[config.mk]
export PLATFORM = sky130hd
export DESIGN_NAME = vga_pattern_gen
export DESIGN_NICKNAME = d
export VERILOG_FILES = /design/src/rtl/vga_pattern_gen.sv
export SDC_FILE = /design/constraint.sdc
export NUM_CORES = 1
export LEC_CHECK = 0
export CAP_MARGIN = 20
export CORE_MARGIN = 2
export CORE_UTILIZATION = 45
export DETAILED_ROUTE_END_ITERATION = 8
export PLACE_DENSITY_LB_ADDON = 0.05
export SYNTH_ARGS = -nofsm -noshare
export SYNTH_HDL_FRONTEND = slang
export SYNTH_SLANG_ARGS = --single-unit
[constraint.sdc]
create_clock -name Clk -period 4.25 [get_ports Clk]
set_input_delay 0.6375 -clock Clk [delete_from_list [all_inputs] [get_ports Clk]]
set_output_delay 0.6375 -clock Clk [all_outputs]
set_load 0.01 [all_outputs]
[src/rtl/vga_pattern_gen.sv]
// Two-stage VGA test-pattern pipeline: SPLIT, BARS, CHECKER, SCROLL.
// Optional red frame border when TPG_BORDER_EN is defined.
module vga_pattern_gen #(
    parameter int COLOR_W    = 4,
    parameter int X_W        = 10,
    parameter int Y_W        = 10,
    parameter int ADDR_W     = 15,
    parameter int H_ACTIVE   = 640,
    parameter int V_ACTIVE   = 480,
    parameter int FB_SHIFT   = 2,
    parameter int SPLIT_ADDR = 2047,
    parameter int CHECK_LOG2 = 5
) (
    input  logic               Clk,
    input  logic               Reset,
    input  logic [X_W-1:0]     pixel_x,
    input  logic [Y_W-1:0]     pixel_y,
    input  logic               blank,
    input  logic               hs_in,
    input  logic               vs_in,
    input  logic [1:0]         mode_sel,
    output logic [COLOR_W-1:0] VGA_R,
    output logic [COLOR_W-1:0] VGA_G,
    output logic [COLOR_W-1:0] VGA_B,
    output logic               hs_out,
    output logic               vs_out,
    output logic [ADDR_W-1:0]  pixel_addr,
    output logic [7:0]         frame_cnt
);

    typedef enum logic [1:0] {
        M_SPLIT   = 2'd0,
        M_BARS    = 2'd1,
        M_CHECKER = 2'd2,
        M_SCROLL  = 2'd3
    } mode_t;

    typedef struct packed {
        logic [X_W-1:0]    x;
        logic [Y_W-1:0]    y;
        logic              blank;
        logic              hs;
        logic              vs;
        logic [ADDR_W-1:0] addr;
    } s1_t;

    function automatic logic [COLOR_W-1:0] split_pat();
        logic [COLOR_W-1:0] p;
        p = '0;
        for (int i = 0; i < COLOR_W; i++)
            p[i] = ((COLOR_W - 1 - i) % 2) == 0;
        return p;
    endfunction

    localparam logic [COLOR_W-1:0] MAX      = '1;
    localparam logic [COLOR_W-1:0] SPLIT_LO = split_pat();
    localparam logic [X_W-1:0]     H_LIM    = X_W'(H_ACTIVE);
    localparam logic [Y_W-1:0]     V_LIM    = Y_W'(V_ACTIVE);
    localparam logic [ADDR_W-1:0]  ROW_W    = ADDR_W'(H_ACTIVE >> FB_SHIFT);
    localparam logic [ADDR_W-1:0]  SPLIT_A  = ADDR_W'(SPLIT_ADDR);
    localparam int                 BAR_W    = H_ACTIVE / 8;

    s1_t               s1;
    mode_t             mode_q;
    logic              vs_prev;
    logic              frame_edge;
    logic [ADDR_W-1:0] addr_c;

    logic               vis;
    logic [2:0]         bar;
    logic               chk;
    logic [X_W-1:0]     scroll_v;
    logic [COLOR_W-1:0] r_c, g_c, b_c;

    assign frame_edge = vs_prev & ~vs_in;
    assign addr_c = ADDR_W'(pixel_y >> FB_SHIFT) * ROW_W
                  + ADDR_W'(pixel_x >> FB_SHIFT);

    // Stage 1 plus the frame-rate state that gates pattern changes
    always_ff @(posedge Clk) begin
        if (Reset) begin
            s1        <= '0;
            s1.hs     <= 1'b1;
            s1.vs     <= 1'b1;
            vs_prev   <= 1'b1;
            frame_cnt <= '0;
            mode_q    <= M_SPLIT;
        end else begin
            s1.x     <= pixel_x;
            s1.y     <= pixel_y;
            s1.blank <= blank;
            s1.hs    <= hs_in;
            s1.vs    <= vs_in;
            s1.addr  <= addr_c;
            vs_prev  <= vs_in;
            if (frame_edge) begin
                frame_cnt <= frame_cnt + 8'd1;
                mode_q    <= mode_t'(mode_sel);
            end
        end
    end

    always_comb begin
        vis      = s1.blank && (s1.x < H_LIM) && (s1.y < V_LIM);
        bar      = '0;
        for (int k = 1; k < 8; k++)
            if ({{(32-X_W){1'b0}}, s1.x} >= 32'(k * BAR_W))
                bar = bar + 3'd1;
        chk      = 1'((s1.x >> CHECK_LOG2) ^ (s1.y >> CHECK_LOG2));
        scroll_v = s1.x + X_W'(frame_cnt);
        r_c      = '0;
        g_c      = '0;
        b_c      = '0;
        unique case (mode_q)
            M_SPLIT: begin
                r_c = (s1.addr < SPLIT_A) ? MAX : SPLIT_LO;
                g_c = r_c;
                b_c = r_c;
            end
            M_BARS: begin
                r_c = bar[2] ? MAX : '0;
                g_c = bar[1] ? MAX : '0;
                b_c = bar[0] ? MAX : '0;
            end
            M_CHECKER: begin
                r_c = chk ? MAX : '0;
                g_c = r_c;
                b_c = r_c;
            end
            M_SCROLL: begin
                r_c = COLOR_W'(scroll_v >> 4);
                g_c = r_c;
                b_c = r_c;
            end
        endcase
`ifdef TPG_BORDER_EN
        if (s1.x == '0 || s1.x == H_LIM - 1'b1 ||
            s1.y == '0 || s1.y == V_LIM - 1'b1) begin
            r_c = MAX;
            g_c = '0;
            b_c = '0;
        end
`endif
        if (!vis) begin
            r_c = '0;
            g_c = '0;
            b_c = '0;
        end
    end

    // Stage 2: everything leaves the block from flops
    always_ff @(posedge Clk) begin
        if (Reset) begin
            VGA_R      <= '0;
            VGA_G      <= '0;
            VGA_B      <= '0;
            pixel_addr <= '0;
            hs_out     <= 1'b1;
            vs_out     <= 1'b1;
        end else begin
            VGA_R      <= r_c;
            VGA_G      <= g_c;
            VGA_B      <= b_c;
            pixel_addr <= vis ? s1.addr : '0;
            hs_out     <= s1.hs;
            vs_out     <= s1.vs;
        end
    end

endmodule
== Word-level counts from Yosys, hierarchy flattened ==
Cells that the tools add are included.
W data, S select, Z words.

* Shift-type cells: 0
* Add/sub/neg operators: 9
* Divide/modulo/power cells: 0
* Magnitude comparators: 10
* Multiplexer cells: 15
* Bitwise logic cells: 4
* Multipliers: 1
* Equal/unequal tests: 3
* Reduce and logical (&&, ||, !) cells: 4

{| class="wikitable"
|+ Operators by type and width
! cell !! number
|-
| $pmux W4 S4 || 3
|-
| $ge A10 B9 Y1 const B || 3
|-
| $mux W3 || 7
|-
| $ge A10 B8 Y1 const B || 2
|-
| $add A3 B1 Y3 const B || 6
|-
| $mux W4 || 4
|-
| $add A15 B8 Y15 || 1
|-
| $lt A15 B11 Y1 const B || 1
|-
| $ge A10 B10 Y1 const B || 1
|-
| $ge A10 B7 Y1 const B || 1
|-
| $lt A10 B10 Y1 const B || 1
|-
| $lt A10 B9 Y1 const B || 1
|-
| $mul A8 B3 Y10 const B || 1
|-
| $add A8 B1 Y8 const B || 1
|-
| $add A8 B8 Y8 || 1
|-
| $eq A2 B2 Y1 const B || 2
|-
| $eq A2 B1 Y1 const B || 1
|-
| $logic_and A1 B1 Y1 || 2
|-
| $logic_not A2 Y1 || 1
|-
| $not A1 Y1 || 2
|-
| $reduce_or A2 Y1 || 1
|-
| $and A1 B1 Y1 || 1
|-
| $mux W1 || 1
|-
| $xor A1 B1 Y1 || 1
|}

* Memories kept: 0
* Input port bits: 27
* ROM bits: 0
* Latch bits: 0
* Flip-flop bits (word level): 77
* RAM bits: 0

== Logic depth before layout (Yosys ltp) ==
Gate-level depths: netlist of the first run.

* Word-level depth: 16
* Depth in mapped cells: 18
* Depth with buffers taken out: 17

== Worst setup path after synthesis of the first run ==
OpenSTA, ideal clock, no wires.

* Path kind: register -> register
* From: register s1[34] in the netlist's numbering
* To: register VGA_R[2]
* Path buffers: 1
* Setup time: 0.133 ns
* Setup slack: 0.575 ns
* Arrival: 3.543 ns
* Cell stages (with the launch flop): 19
* Path through: dfxtp_1 -> buf_2 -> o21ai_0 -> nand2_1 -> ha_1 -> a21boi_0 -> nor2_1 -> ha_1 -> o21bai_1 -> a21boi_0 -> o32a_1 -> xnor2_1 -> nor2_1 -> a21oi_1 -> ha_1 -> nand2_1 -> xnor3_1 -> mux2i_1 -> o21ai_0

* Longest elaborated chain between the ends: 16
* Elaborated cells on any way between the ends: 28
* Classes of those cells: add/sub (7); order compare (8); mux (9); bitwise (1); reduce/logical (3)

{| class="wikitable"
|+ RTL lines
! what !! line !! source
|-
| start: declaration || 63 || <nowiki>s1_t s1;</nowiki>
|-
| $ge A10 B7 Y1 || 107 || <nowiki>if ({{(32-X_W){1'b0}}, s1.x} >= 32'(k * BAR_W))</nowiki>
|-
| $mux W1 || 107 ||
|-
| $add A3 B1 Y3 || 108 || <nowiki>bar = bar + 3'd1;</nowiki>
|-
| $mux W3 || 107 ||
|-
| $add A3 B1 Y3 || 108 ||
|-
| $mux W3 || 107 ||
|-
| $add A3 B1 Y3 || 108 ||
|-
| $mux W3 || 107 ||
|-
| $add A3 B1 Y3 || 108 ||
|-
| $mux W3 || 107 ||
|-
| $add A3 B1 Y3 || 108 ||
|-
| $mux W3 || 107 ||
|-
| $add A3 B1 Y3 || 108 ||
|-
| $mux W3 || 107 ||
|-
| $mux W4 || 121 || <nowiki>r_c = bar[2] ? MAX : '0;</nowiki>
|-
| $pmux W4 S4 || 114 || <nowiki>unique case (mode_q)</nowiki>
|-
| end signal: assignment || 161 || <nowiki>VGA_R <= r_c;</nowiki>
|-
| end: declaration || 22 || <nowiki>output logic [COLOR_W-1:0] VGA_R,</nowiki>
|}

Parallel ways exist; a longest one is shown, timed or not.
A chain may end at the register's enable or synchronous reset.

== Final worst setup path of the first run ==
* From: register s1[33] in the netlist's numbering
* To: register VGA_R[2]

Same word-level chain as after synthesis.

==> results.toml, run 1 <==
[placed_design]
placement.setup.worst_slack_ns = 0.192
hpwl_um = 5190
number_of_buffer_cells_added_on_primary_ports = 61
dp_cells = 495
globalplace.congestion = 0.788

[drt]
drt_drc_violations_left = 0
drt_iter0_markers = 117
post_drt_wl_per_cell_um = 13.8
drt_pre_antenna_iters = 5
drtAntennaViolNets = 0
vias = 2578
vias_per_cell = 5.05
wl_final_um = 7040

[hold_path]
hold-path-cell-count = 1
path_type_of_the_worst_min_delay_path = "flip-flop to flip-flop"
hold_path.startpoint = "s1[16]"
worst_hold_path_ep = "hs_out"

[cts]
cts_made_buffers = 9
clock_latency_ns = 0.35
cts_max_level = 3
ctsLongestPathBuffers = 2
cts_hold_buf = 0
post_cts.repair.setup_buffers = 0
post_cts_gate_resize_count = 0
clock_tree.root_cell = "clkbuf_8"
cts.clk_slew.worst_paths_ns = 0.08
cts_tree = "done"
cts_sinks = 67

[critical_path]
crit_arrival_ns = 4.10
worstSetupEndpointType = "flip-flop"
critical_path.max_fanout = 10
critPathKind = "flip-flop to flip-flop"
r2r-end = "VGA_R[2]"
worst_setup_path_start_kind = "flip-flop"
critical_path.reg2reg.startpoint = "s1[33]"
worst-r2r-setup-slack_ns = 0.37
cp_data_required_time_ns = 4.47
r2r_cells = 17

[yosys]
synth_edf_count = 0
synth_sequential_area_ratio_pct = 41.1
synth_async_sr_flop_share_pct = 0
syn-mean-instance-area_um2 = 9.49
post-synth-top-area-fraction_pct = 41.1
yosys_register_bits = 67
netlist_top_cells_area = "dfxtp_1, ha_1, nor2b_1"
syn_std_cell_area_um2 = 3270
ys_warn_count = 0
yosysUniqueCellTypes = 54
netlist_instances = 344
postSynth.topFlopCell = "dfxtp_1"
mappedNetlistNets = 400
yosysTopAreaCell = "dfxtp_1"

[global_routing]
grt_start_max_net_pins = 42
grt_first_pass_wirelength_um = 11200
grt_remaining_overflow = 0
grtUsageTotal_pct = 18.6
first_global_vias = 2410
antenna_found_initial = 0

[power]
vdd.ir_drop.worst_mv = 0.220
power.sequential.fraction_pct = 40.8
p_switching_uw = 419
p_int_mw = 1.26
clkPwrFrac_pct = 41.7
power_per_cell_area_nw_per_um2 = 395
share_comb_of_total_power_pct = 17.5
switching_fraction_pct = 25.0
finalPower_mw = 1.68
static-leakage-power_nw = 1.75

[sta]
maxSlewViolCount = 0
slew_worst_pin_ns = 0.719
worst_slew_margin_rel_pct = 52.0
finalWorstPathRequiredPeriod_ns = 3.88
timing.clock.skew_ns = 0.0112
min_period_over_period_pct = 91.3
layout_setup_ws_ns = 0.370
unrepaired_setup_endpoints_after_global_routing = "false"
finalSetupTns_ns = 0
hold_violations = 0
final-setup-viol-count = 0
max_freq_mhz = 258

[die]
fp.dieArea_um2 = 7950
std_cell_rows = 31
initial_utilization_pct = 45.8
floorplan.core_area_um2 = 7140
die-width_um = 89.2
chipHeight_um = 89.2
design.portCount = 64

[finish]
num_antenna_cells = 0
finish.net_count = 463
final_cells = 511
syn_to_final_growth_pct = 30.2
final_core_utilization_pct = 59.6
final_layout_size_suffix_gt1_share_pct = 8.25

[run_status]
run_status = "completed"

[flow_run]
drv_cap = 0
==> metal layers <==
layer	wire (µm)	GRT usage (%)	share of wire (%)	up-vias
met2	3370	30.2	48	51
met4	78	5.70	1.1	0
met3	314	5.72	4.5	9
met5	0	0	0	-
met1	3280	23.7	47	1189
li1	-	-	-	1329
==> Yosys cell counts, drive strengths merged, types with 3 or more instances <==
cell type / n
o21bai: 3
a31oi: 10
nand3: 6
and3: 3
xor2: 11
and2: 16
or2: 4
mux2i: 4
and4: 3
nor3: 7
o21ai: 12
nand2: 13
nor2b: 23
o21a: 3
nor2: 32
ha: 27
a21o: 3
xnor2: 13
buf: 4
clkbuf: 10
dfxtp: 67
inv: 14
a21oi: 14
nand2b: 3
or4: 3
nand4: 5
==> flip-flops by register name, indices dropped and copies added (netlist names) <==
signal	cells
pixel_addr	15
VGA_B	4
frame_cnt	8
vs_out	1
vs_prev	1
hs_out	1
s1	27
mode_q	2
VGA_G	4
VGA_R	4
==> power groups by stage <==
stage / Sequential (mW) / Combinational, mW / Clock (mW)
final: 0.684 / 0.293 / 0.700
after global routing: 0.688 / 0.327 / 0.743
after CTS: 0.684 / 0.294 / 0.712
after detailed placement: 0.698 / 0.291 / 0
after global placement: 0.697 / 0.288 / 0
after floorplan: 0.695 / 0.202 / 0
==> through the flow <==
stage / cell area, µm² / hold slack (ns)
floorplan: 3270 / 0.389
global placement: 3980 / 0.393
detailed placement: 3980 / 0.402
CTS: 4250 / 0.423
global route: 4250 / 0.440
finish: 4250 / 0.426
==> cells in the final DEF (no fill, tap or decap), drive strengths merged, types with 13 or more instances in the layout <==
cell type / synthesis / final
xnor2: 13 / 13
a21oi: 14 / 14
and2: 16 / 16
inv: 14 / 14
nor2b: 23 / 23
nand2: 13 / 13
ha: 27 / 27
nor2: 32 / 32
clkdlybuf4s50: 0 / 61
dfxtp: 67 / 67
==> kinds of logic (layout without fill, tap and decap cells) <==
logic type	after synthesis	count (layout)	share of synthesized area, %
buffers and inverters	28	96	3.37
DFF	67	67	41.1
muxes	5	5	1.69
AOI/OAI and AO/OA	64	64	13.9
xor gates and xnor gates	25	25	7.36
adders and majority gates	29	29	11.6
and+or+nand+nor	126	126	21.1
==> critical path, stage by stage (launching register included) <==
cell and delay (ns):
dfxtp_1 0.39, o21ai_0 0.26, nand2_1 0.11, ha_2 0.42, a21boi_1 0.27, nor2_1 0.08, ha_1 0.30, o21bai_1 0.10
a21boi_0 0.09, o32a_1 0.34, xnor2_1 0.19, nor2_1 0.06, a21oi_1 0.14, ha_1 0.17, nand2_1 0.07, xnor3_1 0.36
mux2i_1 0.27, o21ai_0 0.14
==> how the worst max path moves through the flow <==
| stage | from | end | slack (ns) | depth (start not counted) |
|---|---|---|---|---|
| floorplan | s1[34] | VGA_R[2] | 0.57 | 18 |
| global placement | s1[37] | VGA_R[1] | 0.38 | 17 |
| detailed placement | s1[37] | VGA_R[0] | 0.19 | 17 |
| CTS | s1[37] | VGA_R[2] | 0.17 | 17 |
| global route | s1[37] | VGA_R[2] | 0.04 | 17 |
| finish | s1[33] | VGA_R[2] | 0.37 | 17 |
==> final cells by class <==
type	count	area (µm²)
clock buffers	10	128
clock inverters	6	138
fillers	657	2890
inverters	14	52.6
multi-input cells	249	1820
flip-flops and latches	67	1340
well taps	99	124
repair buffers	66	648
No activity file was read; power rests on OpenSTA's default activity.
==> run 2: changes to the inputs <==
--- a/config.mk
+++ b/config.mk
@@ -8,6 +8,8 @@
 export CAP_MARGIN = 20
 export CORE_MARGIN = 2
 export CORE_UTILIZATION = 45
+export CTS_BUF_LIST = sky130_fd_sc_hd__clkbuf_2
+export CTS_CLUSTER_SIZE = 28
 export DETAILED_ROUTE_END_ITERATION = 8
 export PLACE_DENSITY_LB_ADDON = 0.05
 export SYNTH_ARGS = -nofsm -noshare
==> run 2 against run 1 <==
Total power shrank 9.2%. Critical endpoint is now VGA_R[0]. Final area shrank 1.9%. Sequential cell count unchanged. Combinational power about the same. Cell count unchanged. Maximum frequency down 1.3%. Highest routed layer unchanged. Largest cell class unchanged. Via count is 1.2% lower. Clock skew up 0.020 ns. Clock power down 22%. Core utilization decreased by 1.1 points. Non-clock buffer count is the same. Critical path type unchanged.
==> results.toml, run 2 (synthesis results as in run 1) <==
[run_status]
run_status = "completed"

[sta]
final-setup-viol-count = 0
finalWorstPathRequiredPeriod_ns = 3.93
worst_slew_margin_rel_pct = 53.5
max_freq_mhz = 254
unrepaired_setup_endpoints_after_global_routing = "false"
maxSlewViolCount = 0
slew_worst_pin_ns = 0.696
min_period_over_period_pct = 92.5
hold_violations = 0
finalSetupTns_ns = 0
timing.clock.skew_ns = 0.0314

[die]
chipHeight_um = 89.2
design.portCount = 64
std_cell_rows = 31
initial_utilization_pct = 45.8
fp.dieArea_um2 = 7950
die-width_um = 89.2
floorplan.core_area_um2 = 7140

[placed_design]
number_of_buffer_cells_added_on_primary_ports = 61
hpwl_um = 5190
detailed_place.area_um2 = 3980
globalplace.congestion = 0.788

[finish]
reg.largest.list = "s1 (27), pixel_addr (15), frame_cnt (8)"
syn_to_final_growth_pct = 27.7
finish.net_count = 463
postLayoutCellArea_um2 = 4170
largest_reg_flops = 27
num_antenna_cells = 0
final_layout_size_suffix_gt1_share_pct = 8.25
layout.cells.most_common = "dfxtp_1"
leading_cell_types_in_the_layout_fill_and_taps_excluded = "dfxtp_1, clkdlybuf4s50_1, nor2_1, ha_1, nor2b_1"
largest-register = "s1"

[hold_path]
path_type_of_the_worst_min_delay_path = "flip-flop to flip-flop"
worst_hold_path_ep = "hs_out"
hold-path-cell-count = 1
hold_path.startpoint = "s1[16]"

[critical_path]
critPathMaxStageDelay_ns = 0.45
master_of_the_slowest_instance_on_the_critical_path = "ha_1"
crit_arrival_ns = 4.29
r2r-end = "VGA_R[0]"
worstSetupEndpointType = "flip-flop"
timing.critical_path.cells = "o21ai_0, nand2_1, ha_1, a21boi_1, nor2_1, ha_1, o21bai_1, a21boi_0, o32a_1, xnor2_1, nor2_1, a21oi_1, ha_1, nand2_1, xnor3_1, mux2i_1, o21ai_0"
critical-path-top-delay-family = "compound AO/OA/AOI/OAI gates"
cp_common_cell = "ha_1"
r2r_cells = 17
critical_path.max_fanout = 10
worstPathBufferInverterCount = 0
critPathKind = "flip-flop to flip-flop"
worst_setup_path_start_kind = "flip-flop"
worst-r2r-setup-slack_ns = 0.32
critical_path.reg2reg.startpoint = "s1[33]"
cp_data_required_time_ns = 4.61

[cts]
ctsLongestPathBuffers = 2
cts.clk_slew.worst_paths_ns = 0.19
cts_made_buffers = 9
clock_latency_ns = 0.47
cts_sinks = 67
cts_tree = "done"
clock_tree.root_cell = "clkbuf_2"
cts_max_level = 3

[drt]
drt_drc_violations_left = 0
wl_final_um = 6930
drt_pre_antenna_iters = 4
drt_iter0_markers = 97
vias = 2546
vias_per_cell = 4.98
drtAntennaViolNets = 0
post_drt_wl_per_cell_um = 13.6

[global_routing]
first_global_vias = 2387
grt_start_max_net_pins = 42
antenna_found_initial = 0
grt_first_pass_wirelength_um = 11100
grtUsageTotal_pct = 18.3
grt_remaining_overflow = 0

[power]
power_per_cell_area_nw_per_um2 = 365
static-leakage-power_nw = 1.73
vdd.ir_drop.worst_mv = 0.254

[flow_run]
drv_cap = 0
[run 2: cell types whose count changed in the layout (fill, tap and decap cells not counted)]
cell | previous run | this run
clkbuf_2 | 0 | 10
clkbuf_8 | 9 | 0
clkbuf_1 | 1 | 0
ha_1 | 26 | 27
ha_2 | 1 | 0
[run 2: per-layer routing]
metal / vias to the layer above / GRT usage, % / share of wire [%]
met5: - / 0 / 0
met4: 0 / 4.88 / 0.78
met3: 4 / 5.72 / 3.5
met2: 43 / 29.8 / 48
met1: 1169 / 23.5 / 48
li1: 1330 / - / -
[run 2: per-stage QoR]
| stage | hold slack, ns | setup WS [ns] | instances | total power [mW] | util [%] |
|---|---|---|---|---|---|
| global placement | 0.393 | 0.382 | 495 | 0.985 | 55.8 |
| detailed placement | 0.402 | 0.192 | 495 | 0.989 | 55.8 |
| global route | 0.459 | 0.00447 | 511 | 1.60 | 58.4 |
| finish | 0.434 | 0.319 | 511 | 1.52 | 58.4 |
| CTS | 0.442 | 0.162 | 511 | 1.54 | 58.4 |
| floorplan | 0.389 | 0.575 | 344 | 0.897 | - |
[run 2: layout make-up]
cell class / count / area, µm²
inverters: 14 / 52.6
multi-input cells: 249 / 1820
flip-flops and latches: 67 / 1340
clock buffers: 10 / 50.0
clock inverters: 6 / 138
repair buffers: 66 / 648
fillers: 668 / 2970
well taps: 99 / 124
[run 2: what timing repair did]
| item | 4_1_cts | 5_1_grt |
|---|---|---|
| gates resized for setup | 0 | 2 |
| endpoints found under the setup margin | 0 | 4 |
| hold buffers | 0 | 0 |
| buffers inserted | 0 | 0 |
[run 2: how the worst max path moves through the flow]
| stage | startpoint | endpoint | slack (ns) | depth (start not counted) |
|---|---|---|---|---|
| after floorplan | s1[34] | VGA_R[2] | 0.57 | 18 |
| after global placement | s1[37] | VGA_R[1] | 0.38 | 17 |
| after detailed placement | s1[37] | VGA_R[0] | 0.19 | 17 |
| after CTS | s1[37] | VGA_R[2] | 0.16 | 17 |
| after global routing | s1[37] | VGA_R[2] | 0.004 | 17 |
| final | s1[33] | VGA_R[0] | 0.32 | 17 |
[run 2: where the power goes]
group / leakage (nW) / total [mW] / internal [mW] / switching (mW)
Combinational: 1.07 / 0.292 / 0.144 / 0.148
Sequential: 0.550 / 0.685 / 0.664 / 0.0211
Clock: 0.106 / 0.546 / 0.318 / 0.228
[run 2: worst register-to-register path: stages, from the launching register on]
cell and delay (ns):
dfxtp_1 0.43, o21ai_0 0.26, nand2_1 0.11, ha_1 0.45, a21boi_1 0.29, nor2_1 0.08
ha_1 0.30, o21bai_1 0.10, a21boi_0 0.09, o32a_1 0.34, xnor2_1 0.19, nor2_1 0.06
a21oi_1 0.14, ha_1 0.17, nand2_1 0.07, xnor3_1 0.36, mux2i_1 0.27, o21ai_0 0.14
==> run 3: changes to the inputs <==
--- a/config.mk
+++ b/config.mk
@@ -15,3 +15,4 @@
 export SYNTH_ARGS = -nofsm -noshare
 export SYNTH_HDL_FRONTEND = slang
 export SYNTH_SLANG_ARGS = --single-unit
+export TNS_END_PERCENT = 100
==> results of run 3 <==
Final layout, timing and power as in run 2 (identical DEF).
